<file path="src/rtl/kyber_reduction_pipe.sv">
// Three-stage valid/ready Barrett reduction pipe: result_o = x_i mod Q, fully reduced.
// Optional per-sample range flag (x_i >= Q*Q) on err_o when KRED_RANGE_CHK_EN is defined.
module kyber_reduction_pipe #(
   parameter int unsigned Q      = 3329,
   parameter int unsigned Q_W    = $clog2(Q),
   parameter int unsigned DATA_W = 2*Q_W
) (
   input  logic              clk_i,
   input  logic              rst_ni,
   input  logic              in_valid_i,
   output logic              in_ready_o,
   input  logic [DATA_W-1:0] x_i,
   output logic              out_valid_o,
   input  logic              out_ready_i,
   output logic [Q_W-1:0]    result_o,
`ifdef KRED_RANGE_CHK_EN
   output logic              err_o,
`endif
   output logic              busy_o
);

   localparam int unsigned     K      = 2*Q_W;
   localparam int unsigned     MU_W   = Q_W + 2;
   localparam int unsigned     QH_W   = Q_W + 1;
   localparam int unsigned     PROD_W = DATA_W + MU_W;
   localparam longint unsigned MU_L   = (64'd1 << K) / 64'(Q);
   localparam logic [MU_W-1:0]   MU   = MU_W'(MU_L);
   localparam logic [DATA_W-1:0] Q_D  = DATA_W'(Q);
   localparam logic [DATA_W-1:0] Q2_D = DATA_W'(2*Q);

   logic              en;
   logic              s1_v, s2_v, s3_v;
   logic [DATA_W-1:0] s1_x;
   logic [QH_W-1:0]   s1_qh;
   logic [DATA_W-1:0] s2_r;
   logic [QH_W-1:0]   q_hat_c;
   logic [DATA_W-1:0] r_c;
   logic [Q_W-1:0]    red_c;

   // One global advance: the whole pipe stalls only when the output is held
   assign en          = !s3_v || out_ready_i;
   assign in_ready_o  = en;
   assign out_valid_o = s3_v;
   assign busy_o      = s1_v | s2_v | s3_v;

   // Quotient estimate never exceeds the true quotient, so r_c below is non-negative and < 3Q
   assign q_hat_c = QH_W'((PROD_W'(x_i) * PROD_W'(MU)) >> K);
   assign r_c     = s1_x - DATA_W'(s1_qh) * Q_D;

   always_comb begin
      red_c = Q_W'(s2_r);
      if (s2_r >= Q2_D) begin
         red_c = Q_W'(s2_r - Q2_D);
      end else if (s2_r >= Q_D) begin
         red_c = Q_W'(s2_r - Q_D);
      end
   end

   always_ff @(posedge clk_i or negedge rst_ni) begin
      if (!rst_ni) begin
         s1_v     <= 1'b0;
         s2_v     <= 1'b0;
         s3_v     <= 1'b0;
         s1_x     <= '0;
         s1_qh    <= '0;
         s2_r     <= '0;
         result_o <= '0;
      end else if (en) begin
         s1_v     <= in_valid_i;
         s2_v     <= s1_v;
         s3_v     <= s2_v;
         s1_x     <= x_i;
         s1_qh    <= q_hat_c;
         s2_r     <= r_c;
         result_o <= red_c;
      end
   end

`ifdef KRED_RANGE_CHK_EN
   localparam logic [DATA_W-1:0] Q_SQ = DATA_W'(64'(Q) * 64'(Q));

   logic s1_err, s2_err;

   // Flag is qualified by valid so bubbles never carry a stale error
   always_ff @(posedge clk_i or negedge rst_ni) begin
      if (!rst_ni) begin
         s1_err <= 1'b0;
         s2_err <= 1'b0;
         err_o  <= 1'b0;
      end else if (en) begin
         s1_err <= in_valid_i && (x_i >= Q_SQ);
         s2_err <= s1_v && s1_err;
         err_o  <= s2_v && s2_err;
      end
   end
`endif

endmodule

</file>
<file path="config.mk">
export PLATFORM = sky130hd
export DESIGN_NAME = kyber_reduction_pipe
export DESIGN_NICKNAME = d
export VERILOG_FILES = /design/src/rtl/kyber_reduction_pipe.sv
export SDC_FILE = /design/constraint.sdc
export NUM_CORES = 1
export LEC_CHECK = 0
export BUFFER_PORTS_ARGS = -buffer_cell sky130_fd_sc_hd__buf_2
export CORE_MARGIN = 4
export CORE_UTILIZATION = 50
export CTS_BUF_LIST = sky130_fd_sc_hd__clkbuf_2 sky130_fd_sc_hd__clkbuf_4 sky130_fd_sc_hd__clkbuf_8
export DETAILED_ROUTE_END_ITERATION = 10
export PLACE_DENSITY_LB_ADDON = 0.08
export SLEW_MARGIN = 25
export SYNTH_ARGS = -nofsm -noshare
export SYNTH_HDL_FRONTEND = slang
export SYNTH_SLANG_ARGS = --single-unit
</file>
<file path="constraint.sdc">
create_clock -name clk_i -period 4.4 [get_ports clk_i]
set_clock_uncertainty 0.05 [all_clocks]
set_input_delay 0.44 -clock clk_i [delete_from_list [all_inputs] [get_ports clk_i]]
set_output_delay 0.44 -clock clk_i [all_outputs]
set_load 0.02 [all_outputs]
</file>
==> summary.txt <==
Finish
  – Area added between synthesis and finish: 21.1%
  – Final Net Count: 1,772
  – Final standard cell area without fillers: 0.0141 sq mm
  – Fraction of final layout cells with drive strength greater than 1: 22.2%
  – # diodes: 0

Worst setup path
  – Critical path fanouts, max: 5
  – Data required time at the worst endpoint: 4.61 ns
  – Sort of element at the end of the critical path: register
  – Worst endpoint data arrival time: 4.74 ns
  – Kind of critical path: primary input to register
  – Worst setup SP type: primary input

Synth
  – Main flop type after synthesis: dfrtp_1
  – Synthesized cell area: 0.0116 sq mm
  – Mean post-synth cell area: 9.46 sq um
  – Net Count, Synth: 1,621
  – Warnings, synthesis: 0
  – Count of state elements after synthesis: 76
  – Number of flops mapped to enable cells by yosys: 0
  – Number of standard cells after synthesis: 1,230
  – Post-synthesis async set-or-reset flop share: 100%
  – Sequential element share of the synthesized area: 16.3%
  – Unique cell type count in the Yosys netlist: 68

Die
  – Die Outline Area: 0.0258 sq mm
  – Horizontal extent of the die: 161 microns
  – Vert. Die Dim: 161 microns
  – Count of standard-cell rows: 55
  – Effective utilization at floorplan: 51.1%
  – Core area: 0.0228 sq mm
  – I/O pin cnt: 43

Clocking
  – Clock slew seen by the registers of the worst setup and hold paths: 0.09 ns
  – Max Buffers Root-to-Sink: 2
  – CTS H-tree lvls: 3
  – Total number of clock tree sinks: 76
  – CTS buffer count: 9
  – Cts hold-fix bufs: 0
  – TritonCTS clock tree: done
  – Clock insertion delay at the later pin of the skew report: 0.36 ns
  – Root buffer selected by CTS: clkbuf_8

Place
  – Detailed placement HPWL: 22.0 mm
  – Routability cong.: 0.895
  – Port Buffer Count: 42
  – Area of placed instances: 0.0132 sq mm

GRT
  – Total gr overflow: 0
  – Total routing usage reported by global routing: 21.2%
  – Largest net degree at the start of global routing: 77
  – Initial antenna violation count: 0
  – First-pass GRT wire length: 44.8 mm
  – Number of global-route vias before repair: 9,068

Timing
  – Count of pins over their slew limit: 0
  – Minimum period implied by the final worst setup slack: 4.54 ns
  – Worst relative slew slack: 45.2%
  – Hold Vio Cnt, Final: 0
  – Share of the cycle needed by the critical path after routing: 103%
  – Final worst slack: -0.138 ns
  – Least-Margin Pin Slew: 0.820 ns
  – Final setup viols: 9
  – FMAX: 0.220 GHz
  – Unrepaired setup endpoints after global routing: true
  – Final worst hold slack: 0.0186 ns

Run status
  – Outcome: finished, violations left
  – Violated checks: negative setup slack

Detailed routing
  – Number of vias in the routed layout: 8,702
  – DRC violations left: 0
  – Post-DRT Antenna Nets: 0
  – Violation count after the first detailed-routing iteration: 287
  – Wire length per cell: 15.5 microns
  – Iteration count of the initial detailed-routing pass: 4
  – Wirelength, routed: 26.3 mm
  – Drt via density: 5.12

Run
  – Max-cap check violation count: 0

Hold path
  – Class of the most critical hold timing path: primary input to async pin
-- cell usage in the layout, fill, tap and decap left out, types with 6 or more instances in the layout --
cell type | Yosys | routed
nand2_1 | 88 | 85
fa_2 | 0 | 6
ha_4 | 0 | 24
inv_1 | 245 | 231
o21ai_0 | 84 | 70
nor4_1 | 7 | 7
nor2b_1 | 7 | 6
fa_1 | 156 | 150
xor2_1 | 19 | 19
buf_2 | 1 | 28
a21o_1 | 13 | 13
nand2b_1 | 7 | 7
ha_1 | 207 | 182
nand3_1 | 21 | 19
buf_4 | 0 | 129
nand4_1 | 9 | 9
o211ai_1 | 10 | 10
a21oi_2 | 0 | 12
inv_2 | 0 | 14
nor3_1 | 13 | 11
and3_1 | 8 | 7
o21ai_1 | 3 | 10
dfrtp_1 | 76 | 74
xnor2_1 | 21 | 19
nor2_1 | 46 | 41
buf_6 | 0 | 11
a21oi_1 | 68 | 51
clkbuf_8 | 0 | 9
-- sequential cells by signal, summed over array words and instances, names as in the netlist --
signal and count:
out_valid_o 1, s1_qh 13, s2_r 24, s1_x 24, result_o 12, s1_v 1, s2_v 1
-- layer usage --
layer | vias to the layer above | global-route usage, % | wire [microns]
li1 | 4371 | - | -
met1 | 4181 | 29.3 | 12400
met2 | 112 | 36.1 | 12900
met3 | 38 | 1.98 | 455
met4 | 0 | 5.28 | 582
met5 | - | 0 | 0
-- cell families (layout without fill, tap and decap cells) --
| family | count (synthesis) | in the layout | synth area share, % |
|---|---|---|---|
| flops | 76 | 76 | 16.3 |
| buf+inv | 277 | 433 | 8.96 |
| compound gates | 239 | 239 | 12.7 |
| xor+xnor | 40 | 40 | 3.01 |
| mux | 4 | 4 | 0.355 |
| simple gates | 231 | 231 | 9.56 |
| fa+ha+maj | 363 | 363 | 49.1 |
-- worst paths after layout --
check | slack, ns | endpoint | start | depth (start not counted)
setup reg to reg | 0.13 | s2_r[21] | s1_qh[2] | 16
hold / removal | 0.02 | s2_r[23] | rst_ni | 1
hold reg to reg | 0.43 | result_o[8] | result_o[8] | 2
setup / recovery | -0.14 | s1_qh[12] | x_i[11] | 15
min in group clk_i | 0.23 | s1_v | in_valid_i | 3
max in group asynchronous | 3.71 | s1_qh[6] | rst_ni | 1
-- stage by stage --
| step | utilization (%) | setup slack, ns | cells | TNS (ns) |
|---|---|---|---|---|
| after global placement | 57.9 | -0.629 | 1674 | -6.61 |
| after CTS | 60.5 | -0.118 | 1695 | -0.485 |
| after detailed placement | 57.9 | -0.696 | 1674 | -7.19 |
| after global routing | 61.8 | -0.241 | 1699 | -2.63 |
| final | 61.8 | -0.138 | 1699 | -0.898 |
| after floorplan | - | -0.320 | 1230 | -1.46 |
-- critical path, cell delays in order --
cell and delay (ns):
buf_12 0.11, fa_1 0.58, fa_1 0.46, fa_1 0.49, fa_1 0.51, inv_2 0.04, fa_1 0.54, inv_2 0.05
ha_4 0.29, nand4_1 0.14, nor2_2 0.21, o211ai_1 0.13, o21ai_2 0.29, a31oi_4 0.15, o311a_1 0.30
-- timing repair --
item,4_1_cts,5_1_grt
gates cloned,0,0
pin swaps,57,35
endpoints found under the setup margin,14,23
resized for setup,76,59
buffers inserted,5,4
-- cells in the mapped netlist, types with 4 or more instances --
cell	count	area, sq um
nand2_1	88	330
o21a_1	5	37.5
xor2_1	19	166
inv_1	245	920
a21oi_1	68	340
nor4_1	7	43.8
ha_1	207	2590
o21ai_0	84	420
or3_1	4	25.0
o2111ai_1	4	35.0
nor2_1	46	173
and3_1	8	50.1
nor2b_1	7	43.8
nor3_1	13	65.1
fa_1	156	3120
a211oi_1	8	60.1
nand3_1	21	105
dfrtp_1	76	1900
nand2b_1	7	43.8
a21o_1	13	97.6
xnor2_1	21	184
nand4_1	9	56.3
o21bai_1	7	52.6
clkbuf_1	28	105
o211ai_1	10	75.1
and4_1	4	35.0
a31oi_1	7	43.8
-- area by class of cell --
type	count	area, sq um
Fill cell	1954	8690
Multi-Input combinational cell	877	9360
Sequential cell	76	1900
Timing Repair Buffer	172	1290
Inverter	245	920
Clock buffer	11	139
Tap cell	313	392
Clock inverter	5	83.8
Power is not shown: default switching activity piles up to over one toggle a cycle in this logic, so the estimate is an artifact.
